File: src/rtl/md_unit.sv
// md_unit: 32-bit MIPS-style multiply/divide unit with architectural HI/LO registers.
// Define MD_FAST_MUL_EN for single-cycle MULT/MULTU; DIV/DIVU always use the 33-cycle path.
module md_unit (
  input  logic        clk,
  input  logic        rst,
  input  logic        start,
  input  logic [1:0]  op,
  input  logic [31:0] rs_data,
  input  logic [31:0] rt_data,
  input  logic        hi_we,
  input  logic        lo_we,
  input  logic [31:0] wdata,
  output logic        busy,
  output logic [31:0] hi,
  output logic [31:0] lo
);

  localparam int unsigned W  = 32;
  localparam int unsigned DW = 2 * W;
  localparam int unsigned CW = 5;

  typedef enum logic [1:0] {
    IDLE = 2'd0,
    RUN  = 2'd1,
    FIX  = 2'd2
  } state_t;

  state_t        r_state;
  state_t        w_state_nxt;
  logic          r_busy;
  logic [W-1:0]  r_hi;
  logic [W-1:0]  r_lo;
  logic [CW-1:0] r_cnt;
  logic [DW-1:0] r_acc;
  logic [W-1:0]  r_opb;
  logic [W-1:0]  r_a_raw;
  logic          r_is_div;
  logic          r_neg_q;
  logic          r_neg_r;
  logic          r_b_zero;

  logic          w_launch;
  logic          w_step;
  logic          w_fix;
  logic          w_mt_en;

  // Operand magnitudes taken at launch; unsigned ops never negate.
  logic          w_neg_a;
  logic          w_neg_b;
  logic [W-1:0]  w_abs_a;
  logic [W-1:0]  w_abs_b;

  assign w_neg_a = ~op[0] & rs_data[W-1];
  assign w_neg_b = ~op[0] & rt_data[W-1];
  assign w_abs_a = w_neg_a ? W'(-rs_data) : rs_data;
  assign w_abs_b = w_neg_b ? W'(-rt_data) : rt_data;

  // Shift-add step: acc holds {partial product, remaining multiplier}.
  logic [W:0]    w_mul_sum;
  logic [DW-1:0] w_mul_nxt;

  assign w_mul_sum = {1'b0, r_acc[DW-1:W]} + {1'b0, r_opb};
  assign w_mul_nxt = r_acc[0] ? {w_mul_sum, r_acc[W-1:1]}
                              : {1'b0, r_acc[DW-1:1]};

  // Restoring divide step: acc holds {remainder, dividend/quotient}.
  logic [W:0]    w_div_rem;
  logic [W:0]    w_div_diff;
  logic [DW-1:0] w_div_nxt;

  assign w_div_rem  = {r_acc[DW-1:W], r_acc[W-1]};
  assign w_div_diff = w_div_rem - {1'b0, r_opb};
  assign w_div_nxt  = w_div_diff[W] ? {w_div_rem[W-1:0], r_acc[W-2:0], 1'b0}
                                    : {w_div_diff[W-1:0], r_acc[W-2:0], 1'b1};

  // Sign correction applied in FIX.
  logic [DW-1:0] w_prod;
  logic [W-1:0]  w_quot;
  logic [W-1:0]  w_rem;

  assign w_prod = r_neg_q ? DW'(-r_acc) : r_acc;
  assign w_quot = r_neg_q ? W'(-r_acc[W-1:0]) : r_acc[W-1:0];
  assign w_rem  = r_neg_r ? W'(-r_acc[DW-1:W]) : r_acc[DW-1:W];

`ifdef MD_FAST_MUL_EN
  logic          w_fast_mul;
  logic [DW-1:0] w_fast_a;
  logic [DW-1:0] w_fast_b;
  logic [DW-1:0] w_fast_prod;

  // Low 64 bits of the extended product are exact for both signed and unsigned.
  assign w_fast_a    = {{W{w_neg_a}}, rs_data};
  assign w_fast_b    = {{W{w_neg_b}}, rt_data};
  assign w_fast_prod = DW'(w_fast_a * w_fast_b);
`endif

  always_ff @(posedge clk or negedge rst) begin
    if (!rst) begin
      r_state <= IDLE;
      r_busy  <= 1'b0;
    end else begin
      r_state <= w_state_nxt;
      r_busy  <= (w_state_nxt != IDLE);
    end
  end

  always_comb begin
    w_state_nxt = r_state;
    w_launch    = 1'b0;
    w_step      = 1'b0;
    w_fix       = 1'b0;
    w_mt_en     = 1'b0;
`ifdef MD_FAST_MUL_EN
    w_fast_mul  = 1'b0;
`endif
    case (r_state)
      IDLE: begin
        if (start) begin
`ifdef MD_FAST_MUL_EN
          if (!op[1]) begin
            w_fast_mul = 1'b1;
          end else begin
            w_launch    = 1'b1;
            w_state_nxt = RUN;
          end
`else
          w_launch    = 1'b1;
          w_state_nxt = RUN;
`endif
        end else begin
          w_mt_en = 1'b1;
        end
      end
      RUN: begin
        w_step = 1'b1;
        if (r_cnt == CW'(W - 1)) w_state_nxt = FIX;
      end
      FIX: begin
        w_fix       = 1'b1;
        w_state_nxt = IDLE;
      end
      default: w_state_nxt = IDLE;
    endcase
  end

  always_ff @(posedge clk or negedge rst) begin
    if (!rst) begin
      r_hi     <= '0;
      r_lo     <= '0;
      r_cnt    <= '0;
      r_acc    <= '0;
      r_opb    <= '0;
      r_a_raw  <= '0;
      r_is_div <= 1'b0;
      r_neg_q  <= 1'b0;
      r_neg_r  <= 1'b0;
      r_b_zero <= 1'b0;
    end else begin
      if (w_launch) begin
        r_cnt    <= '0;
        r_acc    <= {{W{1'b0}}, w_abs_a};
        r_opb    <= w_abs_b;
        r_a_raw  <= rs_data;
        r_is_div <= op[1];
        r_neg_q  <= w_neg_a ^ w_neg_b;
        r_neg_r  <= w_neg_a;
        r_b_zero <= (rt_data == '0);
      end else if (w_step) begin
        r_cnt <= r_cnt + CW'(1);
        r_acc <= r_is_div ? w_div_nxt : w_mul_nxt;
      end

      if (w_fix) begin
        if (!r_is_div) begin
          r_hi <= w_prod[DW-1:W];
          r_lo <= w_prod[W-1:0];
        end else if (r_b_zero) begin
          r_hi <= r_a_raw;
          r_lo <= '1;
        end else begin
          r_hi <= w_rem;
          r_lo <= w_quot;
        end
`ifdef MD_FAST_MUL_EN
      end else if (w_fast_mul) begin
        r_hi <= w_fast_prod[DW-1:W];
        r_lo <= w_fast_prod[W-1:0];
`endif
      end else if (w_mt_en) begin
        if (hi_we) r_hi <= wdata;
        if (lo_we) r_lo <= wdata;
      end
    end
  end

  assign busy = r_busy;
  assign hi   = r_hi;
  assign lo   = r_lo;

endmodule

File: config.mk
export PLATFORM = sky130hd
export DESIGN_NAME = md_unit
export DESIGN_NICKNAME = d
export VERILOG_FILES = /design/src/rtl/md_unit.sv
export SDC_FILE = /design/constraint.sdc
export NUM_CORES = 1
export LEC_CHECK = 0
export ABC_AREA = 0
export BUFFER_PORTS_ARGS = -buffer_cell sky130_fd_sc_hd__buf_2
export CELL_PAD_IN_SITES_DETAIL_PLACEMENT = 1
export CELL_PAD_IN_SITES_GLOBAL_PLACEMENT = 2
export CORE_UTILIZATION = 36
export DETAILED_ROUTE_END_ITERATION = 7
export HOLD_SLACK_MARGIN = 0.15
export PLACE_DENSITY_LB_ADDON = 0.1
export SLEW_MARGIN = 20
export SYNTH_ARGS = -nofsm -noshare
export SYNTH_HDL_FRONTEND = slang
export SYNTH_SLANG_ARGS = --single-unit
File: constraint.sdc
create_clock -name clk -period 4.3 [get_ports clk]
set_input_delay 0.215 -clock clk [delete_from_list [all_inputs] [get_ports clk]]
set_output_delay 0.215 -clock clk [all_outputs]
set_load 0.005 [all_outputs]
==> results of run 1 <==
-- placed cells by master, fill, tap and decap left out, drive strengths merged, types with 9 or more instances in the layout --
cell	count
or4	11
a211oi	13
o221ai	17
inv	59
dfrtp	204
nor2b	12
nor2	150
ha	70
a21o	25
dlygate4sd3	107
nand4	13
and3	11
nand2b	26
o21ai	218
o22ai	44
a22oi	9
and2	12
o31ai	27
xnor2	102
xor2	96
clkbuf	37
mux2i	64
nor4	17
buf	228
a31oi	18
a221oi	16
nand3	26
o21a	9
or3	19
o41ai	17
nand2	327
a21oi	166
o211ai	17
nor3	31
-- per-layer routing --
| metal | vias to the layer above | wire length (µm) | global-route usage (%) |
|---|---|---|---|
| met5 | - | 23 | 0 |
| met4 | 4 | 1520 | 6.60 |
| met3 | 90 | 3940 | 5.04 |
| met2 | 426 | 30000 | 45.4 |
| met1 | 8306 | 31400 | 40.3 |
| li1 | 7888 | - | - |
-- power by group through the flow --
stage          Sequential, mW  Combinational (mW)  Clock, mW
2_1_floorplan            3.45                7.77          0
3_3_place_gp             4.03                10.5          0
3_5_place_dp             4.06                10.7          0
4_1_cts                  4.03                10.9       2.27
5_1_grt                  4.16                12.1       2.35
6_report                 4.04                10.9       2.23
-- repair_timing --
action,in CTS,in global routing
gates resized for setup,0,0
hold endpoints to repair,238,0
endpoints found under the setup margin,0,0
hold buffers,107,0
-- worst min path at each step --
stage	start	endpoint	slack, ns	depth (start not counted)
after floorplan	rst	busy	-0.08	0
after global placement	rst	r_opb[26]	0.29	1
after detailed placement	rst	r_opb[26]	0.30	1
after CTS	wdata[22]	lo[22]	0.16	4
after global routing	wdata[22]	lo[22]	0.23	4
final	wdata[22]	lo[22]	0.18	4
-- logic make-up (layout without fill, tap and decap cells) --
| group | after synthesis | in the layout | share of synthesized area, % |
|---|---|---|---|
| DFF | 204 | 204 | 31.2 |
| buffers and inverters | 211 | 440 | 4.90 |
| adders and majority gates | 72 | 72 | 5.60 |
| and+or+nand+nor | 682 | 682 | 18.8 |
| xor gates and xnor gates | 198 | 198 | 10.6 |
| muxes | 67 | 67 | 4.12 |
| AOI/OAI and AO/OA | 654 | 654 | 24.8 |
-- layout make-up --
type / instances / area [µm²] / area share, %
Clock inverter: 9 / 76.3 / 0.385
Sequential cell: 204 / 5110 / 25.8
Clock buffer: 37 / 763 / 3.85
Tap cell: 592 / 741 / 3.74
Inverter: 59 / 221 / 1.12
Timing Repair Buffer: 335 / 2400 / 12.1
Multi-Input combinational cell: 1673 / 10500 / 53.0
-- worst reg2reg max path, cell delays in order, from the launching register on --
cell and delay (ns):
dfrtp_1 0.49, ha_1 0.39, nor2b_1 0.19, o31ai_1 0.43, a211o_1 0.23, a211oi_1 0.15, or2_2 0.36, o311ai_4 0.80
buf_12 0.31, o21ai_0 0.14, a221o_1 0.30
-- state kept, by name, indices dropped and copies added (netlist names) --
name      flops
hi           32
r_state       2
lo           32
busy          1
r_opb        32
r_neg_q       1
r_neg_r       1
r_b_zero      1
r_is_div      1
r_cnt         5
r_acc        64
r_a_raw      32
==> summary.txt, run 1 <==
Timing
  – Setup TNS Final: 0 ns
  – Unrepaired setup endpoints after global routing: no
  – Final hold vios: 0
  – Worst Skew: 0.0176 ns
  – Slew HR: 22.6%
  – Max Transition Viols Final: 0
  – Max Clk Rate: 255 MHz
  – Final-report setup violation count: 0
  – Worst setup margin: 0.375 ns
  – Hold WS: 0.176 ns
  – Fin crit period: 3.93 ns
  – Slew @ Worst Pin: 1.16 ns
  – Final worst-path cycle share: 91.3%

Global route
  – Initial antenna violation count: 2
  – GRT Overall Usage: 28.6%
  – Global-route wire length before repair: 103 mm
  – Largest net degree at the start of global routing: 93
  – Vias in the first global route: 17.1k
  – Grt ovf: 0

Routing
  – Antenna violation net count after detailed routing: 0
  – WL final: 66.9 mm
  – DRC viols: 0
  – Vias per cell: 5.75
  – Initial DRC Count: 1097
  – Pre-Repair DR Iteration Count: 5
  – Vias: 16.7k
  – WL/cell: 23.0 µm

Critical path
  – Slowest cell delay on critical path: 0.80 ns
  – Crit-path leading delay family: compound AO/OA/AOI/OAI gates
  – Worst-path maximum fanout: 39
  – Crit path from: r_acc[33]
  – Startpoint Class: flop
  – FF-to-FF path depth: 10
  – CP Capture Type: flop
  – WP data arrival: 4.36 ns
  – Crit Path Class: reg -> reg
  – Crit path cell chain: ha_1, nor2b_1, o31ai_1, a211o_1, a211oi_1, or2_2, o311ai_4, buf_12, o21ai_0, a221o_1
  – R2r endpoint: r_acc[32]
  – Critical Path RT: 4.73 ns
  – Buf/Inv on CP: 1
  – Flop2flop setup slack: 0.37 ns
  – Reg2reg start: r_acc[33]
  – CP max stage cell: o311ai_4
  – Critical Path End: r_acc[32]
  – Critical Path Stages: 10

Synth
  – Synth Warn #: 0
  – Syn Inst Count: 2088
  – Yosys top cell area share: 31.2%
  – Most common cell in the netlist: nand2_1
  – Number of synthesized register bits: 204
  – Ys flop type: dfrtp_1
  – Synth top area cells: dfrtp_1, nand2_1, o21ai_0
  – Post-synth top area cell: dfrtp_1
  – Post-synth top cells: nand2_1, o21ai_0, dfrtp_1
  – Post-synth ARST share: 100%
  – Post-synth net total: 2263
  – Post-synthesis sequential area ratio: 31.2%
  – Distinct cell type count after synthesis: 76
  – Synthesized cell area: 16400 µm²
  – Post-synth EDFFs: 0
  – Avg Cell Area, Syn: 7.84 µm²

Power and ir drop
  – Static Leak: 8.61 nW
  – VDD IR max: 0.470 mV
  – Internal power: 8.65 mW
  – Clk pwr share: 13.0%
  – Reg power frac: 23.5%
  – Sw Share: 49.7%
  – Total power: 17.2 mW
  – Logic pwr share: 63.5%
  – Power Density: 867 nW/µm²
  – Net switching power: 8.54 mW

Place
  – IO Port Bufs: 167
  – Setup WS pre-CTS: 0.463 ns
  – Routability cong.: 0.935
  – Hpwl dp: 50.0 mm
  – Area after DPL: 17900 µm²
  – Inst Count DP: 2756

Final layout
  – Layout cell share with drive strength beyond 1: 12.9%
  – Synth-to-layout area growth: 21.1%
  – Fill count: 5420
  – # nets final: 2475
  – Core Util, Final: 44.5%
  – Antenna cells: 0
  – Non-Filler Instances: 2909
  – Post-route cell area: 19800 µm²

Hold path
  – Class of the worst hold path: in -> reg

Clock network
  – Worst-path clk slew: 0.06 ns
  – CTS buffer count: 27
  – Clock sinks: 204
  – Clock Latency Late Sink: 0.57 ns
  – CTS tree: yes
  – Longest Clk Path Bufs: 3
  – CTS Root Cell: clkbuf_16
  – # H-tree levels: 1
  – Post-CTS Setup Bufs: 0

Die
  – FP Rows: 77
  – Initial core utilization: 36.8%
  – Core area: 44500 µm²
  – Die width: 215 µm
  – Die H: 215 µm
  – Die Area: 46300 µm²
  – Top Ports: 168

Run
  – Max-cap violations: 0

Status
  – Status: finished clean
Power figures use the tool's default switching activity.
==> run 2, diff against run 1 <==
--- a/config.mk
+++ b/config.mk
@@ -8,8 +8,8 @@
 export ABC_AREA = 0
 export BUFFER_PORTS_ARGS = -buffer_cell sky130_fd_sc_hd__buf_2
 export CELL_PAD_IN_SITES_DETAIL_PLACEMENT = 1
-export CELL_PAD_IN_SITES_GLOBAL_PLACEMENT = 2
-export CORE_UTILIZATION = 36
+export CELL_PAD_IN_SITES_GLOBAL_PLACEMENT = 1
+export CORE_UTILIZATION = 45
 export DETAILED_ROUTE_END_ITERATION = 7
 export HOLD_SLACK_MARGIN = 0.15
 export PLACE_DENSITY_LB_ADDON = 0.1
==> run 2 against run 1 <==
Against the previous run: flip-flop and latch count stayed put; count of clock-buffer cells in the layout is 1 higher; clock skew is 0.0013 ns higher; the flow now finishes with violations (DRC); die area is 20% lower; routed wire length is 0.92% lower; non-clock buffer count is 13 lower; global-route usage is 7.2 points higher.
==> summary.txt, run 2 (synthesis results as in run 1) <==
Status
  – Status: finished with violations (was finished clean)
  – Failing checks: DRC

Timing
  – Setup TNS Final: 0 ns (unchanged)
  – Final hold vios: 0 (unchanged)
  – Final-report setup violation count: 0 (unchanged)
  – Worst Skew: 0.0189 ns (was 0.0176 ns)
  – Unrepaired setup endpoints after global routing: no (unchanged)
  – Slew HR: 26.6% (was 22.6%)
  – Slew @ Worst Pin: 1.10 ns (was 1.16 ns)
  – Fin crit period: 3.67 ns (was 3.93 ns)
  – Max Clk Rate: 272 MHz (was 255 MHz)
  – Final worst-path cycle share: 85.4% (was 91.3%)
  – Max Transition Viols Final: 0 (unchanged)

Global route
  – GRT Overall Usage: 35.9% (was 28.6%)
  – Largest net degree at the start of global routing: 106 (was 93)
  – Grt ovf: 0 (unchanged)
  – Vias in the first global route: 17.6k (was 17.1k)
  – Global-route wire length before repair: 102 mm (was 103 mm)
  – Initial antenna violation count: 2 (unchanged)

Critical path
  – CP Capture Type: flop (unchanged)
  – WP data arrival: 4.16 ns (was 4.36 ns)
  – Critical Path RT: 4.79 ns (was 4.73 ns)
  – Worst-path maximum fanout: 9 (was 39)
  – Crit Path Class: reg -> reg (unchanged)
  – Startpoint Class: flop (unchanged)

Routing
  – DRC viols: 30 (was 0)
  – WL final: 66.3 mm (was 66.9 mm)
  – Initial DRC Count: 1345 (was 1097)
  – Antenna violation net count after detailed routing: 0 (unchanged)
  – WL/cell: 23.9 µm (was 23.0 µm)
  – Vias: 17.1k (was 16.7k)
  – Vias per cell: 6.18 (was 5.75)
  – Pre-Repair DR Iteration Count: 8 (was 5)

Final layout
  – Layout cell share with drive strength beyond 1: 12.7% (was 12.9%)
  – Antenna cells: 0 (unchanged)
  – Fill count: 4351 (was 5420)
  – Synth-to-layout area growth: 20.2% (was 21.1%)
  – Commonest non-fill, non-tap cell in the layout: nand2_1 (unchanged)
  – Max FFs per register: 64 (unchanged)
  – Biggest register: r_acc (unchanged)
  – Footprint of the multi-input gates: 10500 µm² (about the same)
  – Non-Filler Instances: 2768 (was 2909)
  – # nets final: 2462 (was 2475)
  – Register area: 5110 µm² (about the same)
  – Most frequent cells in the layout: nand2_1, o21ai_0, dfrtp_1, a21oi_1, buf_2 (unchanged)

Die
  – Initial core utilization: 45.9% (was 36.8%)
  – FP Rows: 69 (was 77)
  – Die Area: 37100 µm² (was 46300 µm²)
  – Die width: 193 µm (was 215 µm)
  – Core area: 35700 µm² (was 44500 µm²)
  – Top Ports: 168 (unchanged)
  – Die H: 193 µm (was 215 µm)

Clock network
  – Post-CTS Setup Bufs: 0 (unchanged)
  – CTS Root Cell: clkbuf_16 (unchanged)
  – Resize count post-CTS: 0 (unchanged)
  – CTS buffer count: 27 (unchanged)
  – Clock sinks: 204 (unchanged)
  – Clock Latency Late Sink: 0.55 ns (was 0.57 ns)
  – Longest Clk Path Bufs: 3 (unchanged)
  – Worst-path clk slew: 0.06 ns (about the same)
  – # H-tree levels: 1 (unchanged)
  – CTS tree: yes (unchanged)

Power and ir drop
  – Power Density: 889 nW/µm² (was 867 nW/µm²)
  – VDD IR max: 0.470 mV (about the same)
  – Static Leak: 8.59 nW (was 8.61 nW)

Hold path
  – Class of the worst hold path: in -> async (was in -> reg)

Place
  – IO Port Bufs: 167 (unchanged)
  – Routability cong.: 0.997 (was 0.935)
  – Inst Count DP: 2613 (was 2756)
  – Hpwl dp: 48.5 mm (was 50.0 mm)

Run
  – Max-cap violations: 0 (unchanged)
run 2: area by class of cell:
class / count / area share [%]
multi-input combinational: 1673 / 53.5
clock buffer: 38 / 4.00
inverter: 59 / 1.13
clock inverter: 11 / 0.763
tap: 461 / 2.93
sequential: 204 / 26.0
timing repair buffer: 322 / 11.7
run 2: through the flow:
stage	instance area (µm²)	hold WS [ns]	util, %	power (mW)	setup slack, ns
after global routing	19700	0.248	55.2	18.8	0.432
final	19700	0.205	55.2	17.5	0.627
after CTS	19700	0.204	55.2	17.3	0.706
after floorplan	16400	-0.0806	-	11.2	0.789
after detailed placement	17700	0.224	49.6	14.7	0.721
after global placement	17700	0.223	49.5	14.4	0.846
run 2: where the power goes:
part | internal (mW) | leakage [nW] | switching [mW]
registers | 2.85 | 2.53 | 1.28
clock network | 1.46 | 0.455 | 0.954
logic | 4.46 | 5.60 | 6.49
run 2: path summary, 6_finish.rpt:
path                            from         to  slack (ns)  cells after the start
min in group clk               start   r_is_div        0.28                      5
hold reg to reg               lo[17]     lo[17]        0.48                      2
max in group asynchronous        rst     hi[22]        3.05                      3
setup / recovery           r_acc[32]  r_acc[61]        0.63                     13
setup reg to reg           r_acc[32]  r_acc[61]        0.63                     13
hold / removal                   rst  r_opb[28]        0.20                      2
run 2: worst max-delay path: stages, from the launching register on:
cell and delay, ns:
dfrtp_1 0.54, ha_1 0.25, inv_1 0.06, fa_1 0.41, nand2b_1 0.22, a21o_1 0.20, a211oi_1 0.20, buf_4 0.18
o211ai_1 0.21, a31oi_1 0.45, o21ai_0 0.17, o41a_1 0.15, a311oi_1 0.37, o22a_1 0.20
run 2: layer usage:
metal	vias to the layer above	track usage (%)	routed length [µm]
li1	7848	-	-
met1	8513	48.6	29000
met2	639	57.3	30200
met3	117	6.82	5000
met4	2	11.3	2040
met5	-	0	13
run 2: what timing repair did:
item                                    4_1_cts  5_1_grt
hold endpoints to repair                    198        0
endpoints found under the setup margin        0        0
hold buffers                                106        0
==> run 3, diff against run 2 <==
--- a/config.mk
+++ b/config.mk
@@ -9,6 +9,7 @@
 export BUFFER_PORTS_ARGS = -buffer_cell sky130_fd_sc_hd__buf_2
 export CELL_PAD_IN_SITES_DETAIL_PLACEMENT = 1
 export CELL_PAD_IN_SITES_GLOBAL_PLACEMENT = 1
+export CORE_ASPECT_RATIO = 0.7
 export CORE_UTILIZATION = 45
 export DETAILED_ROUTE_END_ITERATION = 7
 export HOLD_SLACK_MARGIN = 0.15
==> constraint.sdc (replaced) <==
create_clock -name clk -period 3.62 [get_ports clk]
set_input_delay 0.181 -clock clk [delete_from_list [all_inputs] [get_ports clk]]
set_output_delay 0.181 -clock clk [all_outputs]
set_load 0.005 [all_outputs]
==> run 3 against run 2 <==
Against the previous run: the flow now finishes without violations; register-to-register slack got worse by 0.53 ns; total power rose by 19%; setup slack got worse by 0.53 ns; routed wire length rose by 3.2%; worst hold slack improved by 0.024 ns; count of clock-buffer cells in the layout fell by 8; largest power group unchanged; highest routed layer unchanged.
==> summary.txt, run 3 (synthesis results as in run 1) <==
Timing
  – Final-report setup violation count: 0 (unchanged)
  – Max Transition Viols Final: 0 (unchanged)
  – Max Clk Rate: 284 MHz (was 272 MHz)
  – Worst Skew: 0.0296 ns (was 0.0189 ns)
  – Fin crit period: 3.52 ns (was 3.67 ns)
  – Slew @ Worst Pin: 1.05 ns (was 1.10 ns)
  – Worst setup margin: 0.102 ns (was 0.627 ns)
  – Unrepaired setup endpoints after global routing: no (unchanged)
  – Final worst-path cycle share: 97.2% (was 85.4%)
  – Final hold vios: 0 (unchanged)
  – Slew HR: 29.4% (was 26.6%)

Final layout
  – Fill count: 4445 (was 4351)
  – Layout cell share with drive strength beyond 1: 13.8% (was 12.7%)
  – Max FFs per register: 64 (unchanged)
  – Biggest register: r_acc (unchanged)
  – Most frequent cells in the layout: nand2_1, o21ai_0, dfrtp_1, a21oi_1, buf_2 (unchanged)
  – Non-Filler Instances: 2815 (was 2768)
  – # nets final: 2492 (was 2462)
  – Synth-to-layout area growth: 21.3% (was 20.2%)
  – Commonest non-fill, non-tap cell in the layout: nand2_1 (unchanged)

Critical path
  – Crit path cell chain: or3_1, or3_4, or4_1, or3_1, nor2_1, nand3_1, o21ai_0, xor2_1, o21ai_0 (was ha_1, inv_1, fa_1, nand2b_1, a21o_1, a211oi_1, buf_4, o211ai_1, a31oi_1, o21ai_0, o41a_1, a311oi_1, o22a_1)
  – WP data arrival: 3.94 ns (was 4.16 ns)
  – Slowest cell delay on critical path: 0.59 ns (was 0.54 ns)
  – Crit-path leading delay family: simple AND/OR/NAND/NOR gates (was compound AO/OA/AOI/OAI gates)
  – Buf/Inv on CP: 0 (was 2)
  – Critical Path RT: 4.04 ns (was 4.79 ns)
  – Critical Path Stages: 9 (was 13)
  – Crit Path Class: reg -> reg (unchanged)
  – Worst-path maximum fanout: 7 (was 9)
  – CP max stage cell: or4_1 (was dfrtp_1)
  – CP Capture Type: flop (unchanged)
  – FF-to-FF path depth: 9 (was 13)
  – Flop2flop setup slack: 0.10 ns (was 0.63 ns)
  – Startpoint Class: flop (unchanged)

Die
  – FP Rows: 58 (was 69)
  – Core area: 35800 µm² (was 35700 µm²)
  – Die Area: 37100 µm² (about the same)
  – Top Ports: 168 (unchanged)
  – Die width: 230 µm (was 193 µm)
  – Initial core utilization: 45.6% (was 45.9%)
  – Die H: 162 µm (was 193 µm)

Power and ir drop
  – VDD IR max: 0.633 mV (was 0.470 mV)
  – Total power: 20.8 mW (was 17.5 mW)
  – Power Density: 1050 nW/µm² (was 889 nW/µm²)
  – Static Leak: 8.70 nW (was 8.59 nW)

Global route
  – Global-route wire length before repair: 106 mm (was 102 mm)
  – Initial antenna violation count: 2 (unchanged)
  – GRT Overall Usage: 36.7% (was 35.9%)
  – Vias in the first global route: 17.5k (was 17.6k)
  – Grt ovf: 0 (unchanged)
  – Largest net degree at the start of global routing: 103 (was 106)

Clock network
  – # H-tree levels: 1 (unchanged)
  – Longest Clk Path Bufs: 3 (unchanged)
  – Post-CTS Setup Bufs: 0 (unchanged)
  – Clock sinks: 204 (unchanged)
  – Worst-path clk slew: 0.07 ns (was 0.06 ns)
  – CTS Root Cell: clkbuf_16 (unchanged)
  – CTS tree: yes (unchanged)
  – Clock Latency Late Sink: 0.56 ns (was 0.55 ns)
  – CTS buffer count: 23 (was 27)

Place
  – IO Port Bufs: 167 (unchanged)
  – Routability cong.: 0.974 (was 0.997)
  – Inst Count DP: 2662 (was 2613)
  – Hpwl dp: 50.1 mm (was 48.5 mm)
  – Setup WS pre-CTS: -0.155 ns (was 0.721 ns)

Routing
  – DRC viols: 0 (was 30)
  – WL/cell: 24.3 µm (was 23.9 µm)
  – Vias: 17.4k (was 17.1k)
  – WL final: 68.4 mm (was 66.3 mm)
  – Antenna violation net count after detailed routing: 0 (unchanged)
  – Vias per cell: 6.18 (about the same)
  – Pre-Repair DR Iteration Count: 6 (was 8)
  – Initial DRC Count: 1590 (was 1345)

Run
  – Max-cap violations: 0 (unchanged)

Status
  – Status: finished clean (was finished with violations)

Hold path
  – Class of the worst hold path: in -> async (unchanged)
-- run 3: metal layers --
layer / up-vias / GRT usage [%] / share of wire [%] / wire [µm]
met1: 8720 / 53.1 / 46 / 31500
met3: 100 / 11.2 / 10 / 6930
li1: 7915 / - / - / -
met2: 658 / 53.2 / 42 / 28600
met4: 2 / 8.01 / 2.1 / 1420
met5: - / 0 / 0.019 / 13
-- run 3: report_power, final --
group	switching [mW]	internal [mW]
clock	1.08	1.42
combinational	8.11	5.49
sequential	1.35	3.39
total	10.5	10.3
-- run 3: repair_timing --
action,in CTS,in global routing
hold buffers,109,0
cloned,0,0
endpoints found under the setup margin,24,34
gates resized for setup,1,7
endpoints found under the hold margin,237,0
-- run 3: final timing paths --
check                           from         to
hold reg to reg                lo[2]      lo[2]
min in group clk               hi_we      hi[1]
max in group asynchronous        rst      hi[7]
setup reg to reg           r_acc[23]     hi[19]
hold / removal                   rst  r_opb[30]
setup / recovery           r_acc[23]     hi[19]
-- run 3: final cells by class --
class	instances	area, µm²	area share [%]
Multi-Input combinational cell	1673	10500	53.1
Sequential cell	204	5110	25.7
Timing Repair Buffer	356	2600	13.1
Clock buffer	30	652	3.28
Tap cell	480	601	3.03
Inverter	59	221	1.12
Clock inverter	12	124	0.624
Antenna cell	1	2.50	0.0126
-- run 3: worst reg2reg max path: cells and delay by family (launching register included) --
kind / cells / cell delay (ns)
XOR/XNOR: 1 / 0.17
flip-flops: 1 / 0.45
AND/OR/NAND/NOR: 6 / 2.37
AO/OA/AOI/OAI: 2 / 0.39
-- run 3: per-stage QoR --
stage | area [µm²] | util, % | hold WS (ns) | TNS [ns]
after floorplan | 16400 | - | -0.115 | 0
after global placement | 17900 | 50.0 | 0.309 | -0.0182
after detailed placement | 17900 | 50.0 | 0.316 | -0.787
after CTS | 19800 | 55.2 | 0.219 | 0
after global routing | 19800 | 55.4 | 0.282 | 0
final | 19800 | 55.4 | 0.229 | 0
